--- config.mk ---
export PLATFORM = sky130hd
export DESIGN_NAME = memory_stage
export DESIGN_NICKNAME = d
export VERILOG_FILES = /design/src/rtl/control_unit_pkg.sv /design/src/rtl/cpu_types_pkg.sv /design/src/rtl/memory_stage.sv
export SDC_FILE = /design/constraint.sdc
export NUM_CORES = 1
export LEC_CHECK = 0
export ABC_AREA = 0
export ABC_CLOCK_PERIOD_IN_PS = 4550
export CAP_MARGIN = 40
export CORE_UTILIZATION = 45
export CTS_CLUSTER_DIAMETER = 150
export CTS_CLUSTER_SIZE = 24
export DETAILED_ROUTE_END_ITERATION = 10
export PLACE_DENSITY = 0.79
export SLEW_MARGIN = 15
export SYNTH_ARGS = -nofsm -noshare
export SYNTH_HDL_FRONTEND = slang
export SYNTH_SLANG_ARGS = --single-unit
--- constraint.sdc ---
create_clock -name CLK -period 4.55 [get_ports CLK]
set_input_delay 0.6825 -clock CLK [delete_from_list [all_inputs] [get_ports CLK]]
set_output_delay 0.6825 -clock CLK [all_outputs]
set_load 0.005 [all_outputs]
--- src/rtl/control_unit_pkg.sv ---
// Control encodings shared by decode, execute and memory stages.
package control_unit_pkg;
  typedef enum logic [1:0] {
    RS_ALU  = 2'd0,
    RS_LOAD = 2'd1,
    RS_NPC  = 2'd2,
    RS_LUI  = 2'd3
  } regsel_t;

  typedef enum logic [1:0] {
    M_IDLE = 2'd0,
    M_REQ  = 2'd1,
    M_DONE = 2'd2
  } memstate_t;
endpackage

--- src/rtl/cpu_types_pkg.sv ---
// Basic datapath types shared across the MIPS pipeline stages.
package cpu_types_pkg;
  localparam int WORD_W = 32;
  localparam int REG_W  = 5;

  typedef logic [WORD_W-1:0] word_t;
  typedef logic [REG_W-1:0]  regbits_t;
endpackage

--- src/rtl/memory_stage.sv ---
// EX/MEM latch plus dcache access sequencer feeding the MEM/WB register.
// Optional build macro MEM_ALIGN_CHECK_EN suppresses misaligned accesses and adds the misalign output.
//   state  | meaning
//   M_IDLE | occupant makes no dcache access
//   M_REQ  | request driven, waiting for dhit
//   M_DONE | dhit taken, load data held until the pipeline advances
module memory_stage
  import cpu_types_pkg::*;
  import control_unit_pkg::*;
#(
  parameter int STALL_CNT_W = 16
) (
  input  logic                   CLK,
  input  logic                   nRST,
  input  logic                   ihit,
  input  logic                   flush,
  input  word_t                  ex_nPC,
  input  logic                   ex_dREN,
  input  logic                   ex_dWEN,
  input  logic                   ex_regWr,
  input  regsel_t                ex_regSel,
  input  regbits_t               ex_regDst,
  input  word_t                  ex_ALUOut,
  input  word_t                  ex_rtdat,
  input  logic                   dhit,
  input  word_t                  dmemload,
  output logic                   dmemREN,
  output logic                   dmemWEN,
  output word_t                  dmemaddr,
  output word_t                  dmemstore,
  output logic                   mem_stall,
  output word_t                  wb_nPC,
  output logic                   wb_regWr,
  output regsel_t                wb_regSel,
  output regbits_t               wb_regDst,
  output word_t                  wb_ALUOut,
  output word_t                  wb_load,
`ifdef MEM_ALIGN_CHECK_EN
  output logic                   misalign,
`endif
  output logic [STALL_CNT_W-1:0] stall_cycles
);

  localparam logic [STALL_CNT_W-1:0] CNT_ONE = STALL_CNT_W'(1);

  memstate_t state, state_next;
  logic      advance;
  logic      new_dren, new_dwen, new_regwr;
  logic      hit_now;

  word_t     em_npc, em_aluout, em_rtdat;
  logic      em_dren, em_dwen, em_regwr;
  regsel_t   em_regsel;
  regbits_t  em_regdst;
  word_t     load_buf;
`ifdef MEM_ALIGN_CHECK_EN
  logic      new_mis, em_mis;
`endif

  assign mem_stall = (state == M_REQ) && !dhit;
  assign advance   = ihit && !mem_stall;
  assign hit_now   = (state == M_REQ) && dhit;

  assign dmemREN   = (state == M_REQ) && em_dren;
  assign dmemWEN   = (state == M_REQ) && em_dwen;
  assign dmemaddr  = em_aluout;
  assign dmemstore = em_rtdat;

  // Both dREN and dWEN set is treated as a store with no register writeback.
  always_comb begin
    new_dren  = ex_dREN && !ex_dWEN && !flush;
    new_dwen  = ex_dWEN && !flush;
    new_regwr = ex_regWr && !(ex_dREN && ex_dWEN) && !flush;
`ifdef MEM_ALIGN_CHECK_EN
    new_mis   = 1'b0;
    if ((new_dren || new_dwen) && (ex_ALUOut[1:0] != 2'b00)) begin
      new_mis   = 1'b1;
      new_dren  = 1'b0;
      new_dwen  = 1'b0;
      new_regwr = 1'b0;
    end
`endif
  end

  always_comb begin
    state_next = state;
    if (advance) begin
      state_next = (new_dren || new_dwen) ? M_REQ : M_IDLE;
    end else if (hit_now) begin
      state_next = M_DONE;
    end
  end

  always_ff @(posedge CLK or negedge nRST) begin
    if (!nRST) begin
      state <= M_IDLE;
    end else begin
      state <= state_next;
    end
  end

  always_ff @(posedge CLK or negedge nRST) begin
    if (!nRST) begin
      em_npc    <= '0;
      em_dren   <= 1'b0;
      em_dwen   <= 1'b0;
      em_regwr  <= 1'b0;
      em_regsel <= RS_ALU;
      em_regdst <= '0;
      em_aluout <= '0;
      em_rtdat  <= '0;
`ifdef MEM_ALIGN_CHECK_EN
      em_mis    <= 1'b0;
`endif
    end else if (advance) begin
      em_npc    <= ex_nPC;
      em_dren   <= new_dren;
      em_dwen   <= new_dwen;
      em_regwr  <= new_regwr;
      em_regsel <= ex_regSel;
      em_regdst <= ex_regDst;
      em_aluout <= ex_ALUOut;
      em_rtdat  <= ex_rtdat;
`ifdef MEM_ALIGN_CHECK_EN
      em_mis    <= new_mis;
`endif
    end
  end

  always_ff @(posedge CLK or negedge nRST) begin
    if (!nRST) begin
      load_buf <= '0;
    end else if (hit_now) begin
      load_buf <= dmemload;
    end
  end

  // A hit coinciding with advance bypasses the load buffer.
  always_ff @(posedge CLK or negedge nRST) begin
    if (!nRST) begin
      wb_nPC    <= '0;
      wb_regWr  <= 1'b0;
      wb_regSel <= RS_ALU;
      wb_regDst <= '0;
      wb_ALUOut <= '0;
      wb_load   <= '0;
`ifdef MEM_ALIGN_CHECK_EN
      misalign  <= 1'b0;
`endif
    end else if (advance) begin
      wb_nPC    <= em_npc;
      wb_regWr  <= em_regwr;
      wb_regSel <= em_regsel;
      wb_regDst <= em_regdst;
      wb_ALUOut <= em_aluout;
      wb_load   <= hit_now ? dmemload : load_buf;
`ifdef MEM_ALIGN_CHECK_EN
      misalign  <= em_mis;
`endif
    end
  end

  always_ff @(posedge CLK or negedge nRST) begin
    if (!nRST) begin
      stall_cycles <= '0;
    end else if (mem_stall && (stall_cycles != '1)) begin
      stall_cycles <= stall_cycles + CNT_ONE;
    end
  end

endmodule

# Yosys cells after proc, flatten, opt, wreduce, memory -nomap -nowiden
# Index checks and enable logic that the tools add are counted.
# totals
regBits	260
input_bits	143
output_inout_bits	187
word_cells	43
# classes
reduce_logical	19
n_addsub	1
n_mux	4
n_eq_ne	2
# ops
operator	count
2-to-1 mux 32 bit	1
adder 16 x 1 -> 16 bit (second input constant)	1
inequality test 16 bit (second input constant)	1
logical AND 1 bit	12
logical NOT 1 bit	5
2-to-1 mux 2 bit	2
equality test 2 x 1 -> 1 bit (second input constant)	1
nonzero test 2 bit	1
logical OR 1 bit	1
2-to-1 mux 1 bit	1

# Logic depth before layout (Yosys ltp)
# logic_depth
depth_word	6
depth_mapped	6
depth_no_buf	5

# Worst setup path before layout
# OpenSTA, ideal clock, no wires.
# synth_timing
kind	input port to flip-flop
from	input port dhit
to	register stall_cycles[12]
path_buffers	1
setup_ps	125
arrival_ps	1966
path_stages	5
required_time_ps	4425
slack_ps	2460
cell_sequence	or3b_1 > or2_1 > buf_2 > nor3_1 > mux2_2
# synth_between
elab_chain_cells	3
# synth_rtl
element	line	source
start, declared	memory_stage.sv:25	input logic dhit,
logical NOT 1 bit	memory_stage.sv:60	assign mem_stall = (state == M_REQ) && !dhit;
logical AND 1 bit	memory_stage.sv:60	
logical AND 1 bit	memory_stage.sv:166	end else if (mem_stall && (stall_cycles != '1)) begin
end signal, assigned	memory_stage.sv:167	stall_cycles <= stall_cycles + CNT_ONE;
end, declared	memory_stage.sv:41	output logic [STALL_CNT_W-1:0] stall_cycles
# Every way passes these cells.
# A chain may end at the register's enable or synchronous reset.

# Final worst setup path
# layout_timing
from	input port dhit
to	output port mem_stall
# layout_between
elab_chain_cells	2
# layout_rtl
element	line	source
logical NOT 1 bit	memory_stage.sv:60	
logical AND 1 bit	memory_stage.sv:60	
end, declared	memory_stage.sv:31	output logic mem_stall,
# Every way passes these cells.

==> flow_summary.ini <==
[power]
seq_power_share_pct = 50.8
power_density_nw_per_um2 = 434
clkPwrFrac_pct = 22.4
leakage_nw = 5.77
p_switching_mw = 1.45
p_int_mw = 4.55
swShare_pct = 24.2
pwr-share-comb_pct = 26.9
irDropWorstVdd_mv = 0.419

[yosys]
seq_area_frac_synth_pct = 66.0
synth.area.top_cells = dfrtp_1 (66%), mux2_2 (28%), buf_4 (1.2%)
ys_seq_elements = 260
syn_nets = 747
synth_area_leader_cell = dfrtp_1
synth_top_area_share_pct = 66.0
synthesis.area_sq_um = 9860
ys_warn_count = 0
syn_inst = 603
synth.avg_cell_area_sq_um = 16.3
synth_cell_types = 27

[finish]
diodes = 0
area_growth_pct = 40.1
final_area_sq_um = 13800
final_common_cell = clkdlybuf4s50_1
fin_util_pct = 65.1
layout.nets = 1070
final_cell_mix = clkdlybuf4s50_1 (328), dfrtp_1 (260), mux2_2 (241), clkbuf_16 (15), nand2_1 (14)
drive_above_1_share_pct = 28.8

[route]
drc_errors = 0
ant_nets = 0
wirelength_mm = 21.1
drtIter0Drc = 192
drtPass1Iterations = 4
post_drt_wl_per_cell_um = 17.6
num_vias = 6014
avgViaCountPerCell = 5.01

[worst_setup_path]
critical_path_buf_inv_count = 3
crit_path_end_kind = output port
startpoint_type = primary input
r2r_start = state[1]
path_cells = clkdlybuf4s50_1 > or3b_1 > inv_1 > clkdlybuf4s50_1
critical_path.slowest_cell = clkdlybuf4s50_1
critPathMaxStageDelay_ps = 500
critPathLaunch = dhit
arrival_ps = 2240
r2r_slack_ps = 2310
cp_common_cell = clkdlybuf4s50_1
crit_path_max_fanout = 4
setup.worst_path.class = in2out
crit_family = buffers and inverters
required_ps = 3870

[timing]
hold_viol = 0
relSlewSlack_pct = 52.2
min_period_ps = 2920
fin_crit_sh_pct = 64.2
max_freq_mhz = 342
tns_ps = 0
hold_ws_ps = 200
slew_viol_final = 0
tightest_slew_ps = 717
rsz0062_at_grt = no
setup_viol = 0
skew_ps = 12.1

[die]
num_io_pins = 330
start_util_pct = 46.5
die_h_um = 150
die_area_sq_um = 22500
die-width_um = 150
num_rows = 53
core_area_sq_um = 21200

[clocking]
cts_max_path_buffers = 3
post_cts_resized = 0
cts.sinks = 260
cts_buffers = 14
clkLatencyLatePin_ps = 480
clk_pin_slew_ps = 100
root_buffer = clkbuf_16
cts_setup_buffers = 0
hold_buffers = 0
cts_tree = built
htree_levels = 1

[placed_design]
dpl_cell_area_sq_um = 13400
io_buffers = 329
dp_hpwl_mm = 15.1
place.gp.congestion = 0.818

[global_routing]
grt_pass1_wl_mm = 33.2
grtUsageTotal_pct = 18.7
overflow = 0
grt_pass1_vias = 6343
grt_max_degree = 123
antenna_found_initial = 0

[hold_path]
hold_path_class = in2async

[job]
max_cap_violations = 0

[run_status]
status = finished clean
## final timing paths
path / depth (start not counted) / end
max: 4 / mem_stall
min: 1 / dmemstore[28]
max reg2reg: 4 / dmemstore[1]
min reg2reg: 2 / em_dren
max in group asynchronous: 2 / wb_load[27]
min in group CLK: 2 / em_dren
## Yosys cell counts
cell type,count
a211oi_1,1
a21oi_1,2
and2_1,4
and3_1,2
buf_2,12
buf_4,16
dfrtp_1,260
ha_1,1
inv_1,3
mux2_2,241
mux2i_1,1
nand2_1,15
nand3_1,6
nand4_1,6
nand4_2,1
nand4b_1,1
nor2_1,5
nor2b_1,1
nor3_1,3
nor4_2,1
o211ai_1,1
o21ai_0,3
o41a_1,1
or2_1,1
or3b_1,1
xnor2_1,9
xor2_1,5
## area by class of cell
class | instances | area, sq um
clock buffer | 15 | 375
clock inverter | 1 | 30.0
fill | 1587 | 7400
inverter | 3 | 11.3
multi-input combinational | 312 | 3170
sequential | 260 | 6510
tap | 275 | 344
timing repair buffer | 335 | 3380
## metal layers
layer / global-route usage (%) / share of wire, % / vias up
met2: 31.2 / 49 / 205
met4: 6.57 / 3.2 / 0
met5: 0 / 0 / -
li1: - / - / 2752
met1: 23.0 / 40 / 3013
met3: 5.61 / 7.9 / 44
## kinds of logic (layout without fill, tap and decap cells)
family | count (synthesis) | count (layout) | share of synthesized area (%)
compound gates | 8 | 8 | 0.520
xor+xnor | 14 | 14 | 1.24
fa+ha+maj | 1 | 1 | 0.127
buf+inv | 31 | 354 | 1.94
flops | 260 | 260 | 66.0
mux | 242 | 242 | 27.6
simple gates | 47 | 47 | 2.54
## through the flow
step / power (mW) / instances / setup slack, ps
detailed placement: 4.73 / 1185 / 1550
global route: 6.33 / 1201 / 1590
global placement: 4.67 / 1185 / 1600
floorplan: 3.66 / 603 / 2460
finish: 6.00 / 1201 / 1630
CTS: 6.11 / 1201 / 1620
## state kept, by name (all words and copies together) (netlist names)
signal        count
dmemaddr         32
dmemstore        32
em_dren           1
em_dwen           1
em_npc           32
em_regdst         5
em_regsel         2
em_regwr          1
load_buf         32
stall_cycles     16
state             2
wb_ALUOut        32
wb_load          32
wb_nPC           32
wb_regDst         5
wb_regSel         2
wb_regWr          1
## power by group through the flow
stage	combinational, mW	sequential [mW]	clock (mW)
4_1_cts	1.64	3.05	1.41
3_3_place_gp	1.60	3.07	0
6_report	1.61	3.05	1.34
2_1_floorplan	0.572	3.09	0
5_1_grt	1.74	3.11	1.48
3_5_place_dp	1.63	3.10	0
(Power assumes the default switching activity.)
